## config.mk

```make
export PLATFORM = sky130hd
export DESIGN_NAME = sum_accum
export DESIGN_NICKNAME = d
export VERILOG_FILES = /design/src/rtl/sum_accum.sv
export SDC_FILE = /design/constraint.sdc
export NUM_CORES = 1
export LEC_CHECK = 0
export ABC_CLOCK_PERIOD_IN_PS = 8760
export CAP_MARGIN = 30
export CORE_MARGIN = 4
export CORE_UTILIZATION = 25
export CTS_BUF_LIST = sky130_fd_sc_hd__clkbuf_4
export CTS_CLUSTER_SIZE = 28
export DETAILED_ROUTE_END_ITERATION = 10
export PLACE_DENSITY_LB_ADDON = 0.08
export SYNTH_ARGS = -nofsm -noshare
export SYNTH_HDL_FRONTEND = slang
export SYNTH_SLANG_ARGS = --single-unit
```

## constraint.sdc

```tcl
create_clock -name clk -period 8.76 [get_ports clk]
set_input_delay 2.628 -clock clk [delete_from_list [all_inputs] [get_ports clk]]
set_output_delay 2.628 -clock clk [all_outputs]
set_load 0.01 [all_outputs]
```

## src/rtl/sum_accum.sv

```systemverilog
// Purpose: accumulate a frame of L unsigned adder sums into one wide total plus beat count.
// Latency: result valid the cycle after the frame's last beat is accepted; one beat/cycle.
// Backpressure: while a result is unclaimed, in_ready follows out_ready (zero-bubble turnover).
module sum_accum #(
    parameter int WIDTH = 32,
    parameter int LEN_W = 8,
    parameter int ACC_W = WIDTH + LEN_W
) (
    input  logic             clk,
    input  logic             rst_n,
    input  logic             in_valid,
    output logic             in_ready,
    input  logic [WIDTH-1:0] in_data,
    input  logic [LEN_W-1:0] frame_len,
    output logic             out_valid,
    input  logic             out_ready,
    output logic [ACC_W-1:0] out_data,
    output logic [LEN_W:0]   out_count
);

    typedef enum logic [1:0] {
        IDLE  = 2'd0,
        ACCUM = 2'd1,
        HOLD  = 2'd2
    } state_t;

    // frame_len == 0 encodes the maximum frame of 2^LEN_W beats
    localparam logic [LEN_W:0] FULL_LEN = {1'b1, {LEN_W{1'b0}}};
    localparam logic [LEN_W:0] ONE_CNT  = {{LEN_W{1'b0}}, 1'b1};

    state_t             r_state;
    state_t             w_state_nxt;
    logic [ACC_W-1:0]   r_acc;
    logic [LEN_W:0]     r_cnt;
    logic [LEN_W:0]     r_len;
    logic [ACC_W-1:0]   r_out_data;
    logic [LEN_W:0]     r_out_count;

    logic               w_accept;
    logic               w_start;
    logic               w_done;
    logic [LEN_W:0]     w_len_dec;
    logic [LEN_W:0]     w_len_eff;
    logic [ACC_W-1:0]   w_acc_nxt;
    logic [LEN_W:0]     w_cnt_nxt;

    assign out_valid = (r_state == HOLD);
    assign out_data  = r_out_data;
    assign out_count = r_out_count;

    // Handshake, frame-start detection and next accumulator/counter values
    always_comb begin
        in_ready  = (r_state == HOLD) ? out_ready : 1'b1;
        w_accept  = in_valid && in_ready;
        // A beat accepted in IDLE, or in HOLD while the result is taken, opens a new frame
        w_start   = w_accept && (r_state != ACCUM);
        w_len_dec = (frame_len == '0) ? FULL_LEN : {1'b0, frame_len};
        w_len_eff = w_start ? w_len_dec : r_len;
        w_acc_nxt = w_start ? ACC_W'(in_data) : (r_acc + ACC_W'(in_data));
        w_cnt_nxt = w_start ? ONE_CNT : (r_cnt + ONE_CNT);
        w_done    = w_accept && (w_cnt_nxt == w_len_eff);
    end

    // Next-state decode
    always_comb begin
        w_state_nxt = r_state;
        case (r_state)
            IDLE: begin
                if (w_accept) begin
                    w_state_nxt = w_done ? HOLD : ACCUM;
                end
            end
            ACCUM: begin
                if (w_done) begin
                    w_state_nxt = HOLD;
                end
            end
            HOLD: begin
                if (out_ready) begin
                    if (w_accept) begin
                        w_state_nxt = w_done ? HOLD : ACCUM;
                    end else begin
                        w_state_nxt = IDLE;
                    end
                end
            end
            default: w_state_nxt = IDLE;
        endcase
    end

    // State register
    always_ff @(posedge clk or negedge rst_n) begin
        if (!rst_n) begin
            r_state <= IDLE;
        end else begin
            r_state <= w_state_nxt;
        end
    end

    // Accumulator, beat counter and latched frame length update on every accepted beat
    always_ff @(posedge clk or negedge rst_n) begin
        if (!rst_n) begin
            r_acc <= '0;
            r_cnt <= '0;
            r_len <= '0;
        end else if (w_accept) begin
            r_acc <= w_acc_nxt;
            r_cnt <= w_cnt_nxt;
            if (w_start) begin
                r_len <= w_len_dec;
            end
        end
    end

    // Result registers load only on the frame's last beat so they stay stable until taken
    always_ff @(posedge clk or negedge rst_n) begin
        if (!rst_n) begin
            r_out_data  <= '0;
            r_out_count <= '0;
        end else if (w_done) begin
            r_out_data  <= w_acc_nxt;
            r_out_count <= w_cnt_nxt;
        end
    end

endmodule
```

==> results.cfg, run 1 <==
[setup_path]
path_class = input pin to output port
cpPeakStageDelay_ns = 0.49
end_kind = output port
crit_top_cell = clkdlybuf4s50_1
crit_chain = clkdlybuf4s50_1, or3b_4, clkdlybuf4s50_1
critPathArrivalTime_ns = 3.94
start_kind = input pin
critPathRequiredTime_ns = 6.13
crit_fanout = 4
crit_slowest_cell = clkdlybuf4s50_1

[logic_synthesis]
synthArstFlopShare_pct = 100
yosysWarnings = 0
synth_edf_count = 0
ys_ff_latch = 109
synthCells = 780
syn-num-nets = 858
yosys_most_used_dff = dfrtp_1
yosysSeqAreaShare_pct = 40.6
synth.avg_cell_area_um2 = 8.61
yosys.area.top_type = dfrtp_1
netlist.area_leader.share_pct = 40.6
ys_top_cells_by_area = dfrtp_1 41%, nand2_1 8.5%, o21ai_0 6.4%
syn-cell-area_mm2 = 0.00672
synth.distinct_cells = 58

[run_status]
status = completed

[placed_design]
globalplace.congestion = 0.823
portBuffers = 94
placed_cell_area_mm2 = 0.00800
place_hpwl_um = 14500
dpl.cell_count = 1180

[route]
wl_met2_um = 9230
wl_um = 20200
vias = 5699
dr.pass1.iters = 4
dr.max_layer_used = met4
wl_per_cell_um = 16.9
via_per_inst = 4.76
drt_iter0_markers = 350
wl_met3_um = 692
met1Wirelength_um = 9960
drc_errors = 0
ant_nets = 0

[finish]
n_fill_cell = 2812
final_cells = 1197
multi_input_area_mm2 = 0.00378
nets = 935
syn2layout_area_growth_pct = 21.8
final_area_mm2 = 0.00818
drive_above_1_share_pct = 5.69
regArea_mm2 = 0.00273

[die]
design.core.area_mm2 = 0.0263
fp.dieH_um = 172
ios = 95
rows = 59
die_w_um = 172
die-area_mm2 = 0.0296
start_util_pct = 25.6

[sta]
tightest_slew_ns = 0.718
setup_viol = 0
maxSlewHeadroom_pct = 52.1
rsz0062_at_grt = no
period_needed_ns = 6.57
tns_ns = 0
timing.final.crit_share_pct = 75.0
fin_skew_ns = 0.0141
fmax_mhz = 152
drv_slew = 0
hold_violations = 0

[power]
p_leak_nw = 3.57
ir_worst_vdd_mv = 0.0948
powerDensity_mw_per_mm2 = 331
power_w = 0.00271

[clocking]
root_buffer = clkbuf_4
cts_hold_buf = 0
cts_tree = yes
clk_pin_slew_ns = 0.16
clock_latency_ns = 0.48
cts-buffers-inserted = 9
cts_resized = 0
cts_setup_buffers = 0
h-tree-depth = 3
cts.sinks = 109
cts_max_path_buffers = 2

[global_routing]
antenna_found_initial = 1
grt_max_degree = 73
grt_pass1_vias = 5943
track_usage_pct = 14.1
grt_overflow = 0
grt_pass1_wl_um = 32900

[flow_run]
maxCapViolations = 0

[worst_hold_path]
hold_path.class = register to register
-- cell usage after synthesis (5+ instances only) --
cell type	count
a21o_1	18
a211oi_1	6
xnor2_1	26
nand2_1	152
a21oi_1	59
and2_1	5
nand2b_1	5
nor2_1	55
nor3_1	11
inv_1	15
xor2_1	25
o21ai_0	86
nor3b_1	5
ha_1	33
o21ai_1	10
a31oi_1	8
dfrtp_1	109
nand3_1	14
nor2b_1	5
mux2_2	9
o31ai_1	11
mux2i_1	5
o211ai_1	7
and3_1	6
mux2_4	8
clkbuf_1	29
nand4_1	9
-- cells in the final DEF (no fill, tap or decap), types with 6 or more instances in the layout --
| master | n |
|---|---|
| o31ai_1 | 11 |
| mux2_4 | 8 |
| ha_1 | 33 |
| nor2_1 | 54 |
| nand3_1 | 14 |
| o211ai_1 | 7 |
| o21ai_0 | 86 |
| a211oi_1 | 6 |
| a31oi_1 | 8 |
| xor2_1 | 25 |
| nor3_1 | 11 |
| buf_4 | 6 |
| mux2_2 | 9 |
| dfrtp_1 | 109 |
| nand2_1 | 151 |
| a21oi_1 | 59 |
| xnor2_1 | 26 |
| o21ai_1 | 10 |
| inv_1 | 15 |
| clkdlybuf4s50_1 | 93 |
| clkbuf_4 | 9 |
| a21o_1 | 18 |
| and3_1 | 6 |
| nand4_1 | 9 |
-- worst paths after layout --
kind	start	end	slack, ns	cells past startpoint
setup / recovery	out_ready	in_ready	2.19	3
hold / removal	r_acc[15]	r_acc[15]	0.50	2
setup reg to reg	r_state[0]	out_data[18]	5.20	9
hold reg to reg	r_acc[15]	r_acc[15]	0.50	2
max in group asynchronous	rst_n	out_data[24]	5.75	3
min in group asynchronous	rst_n	r_acc[3]	2.09	1
-- per-layer routing --
metal | vias to the layer above | track usage [%]
li1 | 2888 | -
met1 | 2695 | 19.8
met2 | 98 | 22.7
met3 | 18 | 2.47
met4 | 0 | 3.76
met5 | - | 0
-- power by group --
group	total [W]	switching (W)	internal, W
Clock	0.000295	0.000181	0.000114
Sequential	0.000824	0.000135	0.000689
Combinational	0.00159	0.000899	0.000693
Total	0.00271	0.00122	0.00150
-- critical path, delay by kind of cell --
family	cells	cell delay (ns)
buf+inv	2	0.90
simple gates	1	0.41
-- through the flow --
| step | utilization (%) | setup WS, ns | hold slack (ns) |
|---|---|---|---|
| floorplan | - | 3.10 | 0.450 |
| global placement | 30.4 | 2.18 | 0.466 |
| detailed placement | 30.4 | 2.18 | 0.470 |
| CTS | 31.0 | 2.18 | 0.510 |
| global route | 31.1 | 2.15 | 0.537 |
| finish | 31.1 | 2.19 | 0.504 |
-- state kept, by name, summed over array words and instances, names as in the netlist --
name and flops:
r_len 9, r_cnt 9, out_data 40, r_acc 40, out_count 9, r_state 2
-- final cells by class --
| cell class | count | area share (%) |
|---|---|---|
| Inverter | 15 | 0.688 |
| Tap cell | 335 | 5.12 |
| Timing Repair Buffer | 102 | 12.7 |
| Sequential cell | 109 | 33.3 |
| Antenna cell | 1 | 0.0306 |
| Multi-Input combinational cell | 620 | 46.2 |
| Clock buffer | 9 | 0.826 |
| Clock inverter | 6 | 1.09 |
-- cell families (layout without fill, tap and decap cells) --
group	Yosys count	in the layout	synth area share, %
AO/OA/AOI/OAI	231	231	20.5
adder cells (fa/ha/maj)	34	34	6.44
multiplexers	22	22	4.04
XOR/XNOR	51	51	6.65
flip-flops	109	109	40.6
AND/OR/NAND/NOR	282	282	18.5
other	0	1	0
buffers and inverters	51	132	3.22
Power figures use the tool's default switching activity.
==> inputs of run 2 (changes only) <==
ABC_CLOCK_PERIOD_IN_PS = 5700   (was 8760)
clock period = 5.7 ns   (was 8.76 ns; I/O delays follow)
==> results.cfg, run 2 (synthesis results as in run 1) <==
[clocking]
cts.sinks = 109
clock_latency_ns = 0.51
cts_hold_buf = 0
cts-buffers-inserted = 9
cts_setup_buffers = 0
cts_tree = yes
h-tree-depth = 3
cts_resized = 0
clk_pin_slew_ns = 0.17
root_buffer = clkbuf_4
cts_max_path_buffers = 2

[setup_path]
crit_fanout = 4
cpPeakStageDelay_ns = 0.49
crit_top_cell = clkdlybuf4s50_1
path_class = input pin to output port
crit_family = buffers and inverters
crit_slowest_cell = clkdlybuf4s50_1
start_kind = input pin
end_kind = output port
crit_chain = clkdlybuf4s50_1, or3b_4, clkdlybuf4s50_1
critPathArrivalTime_ns = 3.03
path_buf_inv = 2
critPathRequiredTime_ns = 3.99

[die]
die-area_mm2 = 0.0296
rows = 59
design.core.area_mm2 = 0.0263
die_w_um = 172
ios = 95
fp.dieH_um = 172
start_util_pct = 25.6

[route]
drt_iter0_markers = 406
drc_errors = 0
ant_nets = 0
vias = 5714
wl_um = 20400
dr.pass1.iters = 4
via_per_inst = 4.75
wl_per_cell_um = 17.0

[worst_hold_path]
hold_path.class = register to register

[power]
p_leak_nw = 3.57
ir_worst_vdd_mv = 0.165
power_w = 0.00413
powerDensity_mw_per_mm2 = 506

[flow_run]
maxCapViolations = 0

[finish]
final_common_cell = nand2_1
nets = 939
syn2layout_area_growth_pct = 21.5
drive_above_1_share_pct = 6.35
final_cell_mix = 151 x nand2_1, 109 x dfrtp_1, 93 x clkdlybuf4s50_1, 86 x o21ai_0, 59 x a21oi_1

[sta]
hold_violations = 0
maxSlewHeadroom_pct = 50.3
timing.hold.ws_ns = 0.507
tns_ns = 0
fin_skew_ns = 0.0249
period_needed_ns = 4.74
setup_viol = 0
tightest_slew_ns = 0.745
timing.final.crit_share_pct = 83.2
fmax_mhz = 211
rsz0062_at_grt = no
drv_slew = 0

[global_routing]
track_usage_pct = 14.2
grt_overflow = 0
grt_pass1_wl_um = 33100
busiest_layer = met2
antenna_found_initial = 1
grt_max_degree = 67
grt_pass1_vias = 5808
gr-usage-met2_pct = 22.7
grtUsageMet1_pct = 20.4
grtUsageMet3_pct = 1.74

[placed_design]
portBuffers = 94
place_hpwl_um = 15400
globalplace.congestion = 0.793

[run_status]
status = completed
-- run 2: final timing paths --
kind,startpoint,endpoint,slack [ns],depth (start not counted)
max,out_ready,in_ready,0.96,3
min,out_data[1],out_data[1],0.51,2
max reg2reg,r_state[1],out_data[11],2.22,10
min reg2reg,out_data[1],out_data[1],0.51,2
max in group asynchronous,rst_n,out_data[20],3.66,2
min in group asynchronous,rst_n,out_count[1],1.11,1
-- run 2: layer usage --
metal,share of wire [%],routed length [µm]
met5,0,0
met4,1.1,221
met3,2.6,524
met2,45,9210
met1,51,10500
-- run 2: power by group --
part | total [W] | leakage [nW] | switching, W | internal (W)
Sequential | 0.00126 | 1.41 | 0.000205 | 0.00106
Combinational | 0.00246 | 2.09 | 0.00139 | 0.00107
Clock | 0.000404 | 0.0645 | 0.000306 | 0.0000984
Total | 0.00413 | 3.57 | 0.00190 | 0.00223
-- run 2: per-stage QoR --
stage	instances	area, µm²	setup WS (ns)	utilization, %
3_5_place_dp	1185	8040	0.562	30.6
6_report	1203	8160	0.956	31.1
4_1_cts	1201	8160	0.945	31.0
3_3_place_gp	1184	8020	0.579	30.5
5_1_grt	1203	8160	0.823	31.1
2_1_floorplan	780	6720	1.57	-
-- run 2: cell type report --
cell class                 instances  area [µm²]
antenna                            2        5.00
clock buffer                      10        75.1
clock inverter                     6        48.8
fill                            2794       18100
inverter                          15        56.3
multi-input combinational        620        3780
sequential                       109        2730
tap                              335         419
timing repair buffer             106        1050
-- run 2: worst reg2reg max path: cells and delay by family, from the launching register on --
| kind | cells | cell delay, ns |
|---|---|---|
| AND/OR/NAND/NOR | 4 | 1.21 |
| multiplexers | 3 | 0.94 |
| buffers and inverters | 2 | 0.49 |
| flip-flops | 1 | 0.44 |
| AO/OA/AOI/OAI | 1 | 0.32 |
==> inputs of run 3 (changes only) <==
ABC_CLOCK_PERIOD_IN_PS = 4040   (was 5700)
clock period = 4.04 ns   (was 5.7 ns; I/O delays follow)
==> results.cfg, run 3 (synthesis results as in run 1) <==
[setup_path]
path_class = input pin to output port
path_buf_inv = 3
end_kind = output port
start_kind = input pin
critPathRequiredTime_ns = 2.83
crit_slowest_cell = clkdlybuf4s50_1
r2r_slack_ns = 0.97
critPathArrivalTime_ns = 2.65
crit_chain = clkdlybuf4s50_1, or3b_4, buf_4, clkdlybuf4s50_1
crit_family = buffers and inverters
cpPeakStageDelay_ns = 0.47
crit_fanout = 3
crit_top_cell = clkdlybuf4s50_1

[sta]
timing.final.crit_share_pct = 95.6
fin_skew_ns = 0.0255
setup_viol = 0
tightest_slew_ns = 0.627
maxSlewHeadroom_pct = 58.2
drv_slew = 0
hold_violations = 0
fmax_mhz = 259
rsz0062_at_grt = no
period_needed_ns = 3.86
timing.hold.ws_ns = 0.502

[finish]
final_area_mm2 = 0.00882
syn2layout_area_growth_pct = 31.4
fin_util_pct = 33.6
final_cells = 1277
nets = 1013
final_cell_mix = 151 x nand2_1, 109 x dfrtp_1, 93 x clkdlybuf4s50_1, 86 x o21ai_0, 82 x buf_4
drive_above_1_share_pct = 14.1
final_common_cell = nand2_1

[power]
p_leak_nw = 3.96
switching_share_pct = 44.3
clkPwrFrac_pct = 10.2
powerDensity_mw_per_mm2 = 722
ir_worst_vdd_mv = 0.275
combPwrFrac_pct = 61.9
netSwitchingPower_w = 0.00282
p_int_w = 0.00355
power_w = 0.00637
seqPwrFrac_pct = 27.9

[global_routing]
grt_pass1_wl_um = 33800
grt_overflow = 0
grt_max_degree = 57
track_usage_pct = 14.5
grt_pass1_vias = 6164
antenna_found_initial = 1

[die]
design.core.area_mm2 = 0.0263
ios = 95
rows = 59
start_util_pct = 25.6
die_w_um = 172
die-area_mm2 = 0.0296
fp.dieH_um = 172

[route]
wl_per_cell_um = 16.2
via_per_inst = 4.68
dr.pass1.iters = 4
wl_um = 20700
drt_iter0_markers = 252
vias = 5971
drc_errors = 0
ant_nets = 0

[clocking]
h-tree-depth = 3
root_buffer = clkbuf_4
cts-buffers-inserted = 9
clk_pin_slew_ns = 0.17
cts_hold_buf = 0
cts_tree = yes
cts_resized = 0
cts_max_path_buffers = 2
clock_latency_ns = 0.52
cts_setup_buffers = 0
cts.sinks = 109

[placed_design]
dpl.cell_count = 1259
globalplace.congestion = 0.769
placed_cell_area_mm2 = 0.00863
portBuffers = 94
place_hpwl_um = 15900

[flow_run]
maxCapViolations = 0

[run_status]
status = completed

[worst_hold_path]
hold_path.class = register to register
==> run 3: changes by cell type in the layout (fill, tap and decap cells not counted), moves of 2 or more <==
cell,change
buf_12,+4
clkinvlp_4,-2
buf_4,+71
inv_6,+3
==> run 3: layout make-up <==
| type | instances | area [µm²] |
|---|---|---|
| antenna | 2 | 5.00 |
| inverter | 15 | 56.3 |
| fill | 2793 | 17500 |
| tap | 335 | 419 |
| clock buffer | 9 | 67.6 |
| sequential | 109 | 2730 |
| clock inverter | 7 | 92.6 |
| multi-input combinational | 620 | 3810 |
| timing repair buffer | 180 | 1650 |
==> run 3: metrics by stage <==
step | worst slack, ns | TNS, ns
after global placement | -0.426 | -10.55
after floorplan | 0.404 | 0
final | 0.178 | 0
after CTS | 0.118 | 0
after global routing | 0.0291 | 0
after detailed placement | -0.465 | -9.50
==> run 3: final timing paths <==
check | from | end | cells after the start
hold / removal | out_data[10] | out_data[10] | 2
setup reg to reg | r_cnt[0] | out_data[13] | 12
hold reg to reg | out_data[10] | out_data[10] | 2
setup / recovery | out_ready | in_ready | 4
max in group asynchronous | rst_n | r_cnt[4] | 3
min in group asynchronous | rst_n | out_data[5] | 1
==> run 3: per-layer routing <==
metal	part of all wire, %	global-route usage, %	up-vias
met4	1.1	2.90	0
met2	46	23.7	79
met1	50	20.2	2830
met3	3.0	2.47	11
met5	0	0	-
li1	-	-	3051
==> run 3: power by group through the flow <==
stage | Combinational (W) | Clock [W] | Sequential [W]
2_1_floorplan | 0.00238 | 0 | 0.00180
3_3_place_gp | 0.00397 | 0 | 0.00181
3_5_place_dp | 0.00397 | 0 | 0.00181
4_1_cts | 0.00399 | 0.000685 | 0.00179
5_1_grt | 0.00446 | 0.000719 | 0.00184
6_report | 0.00394 | 0.000648 | 0.00178
==> run 3: tightest hold or removal path: stages (launching register included) <==
cell and delay (ns):
dfrtp_1 0.38, nand2_1 0.04, o21ai_0 0.06
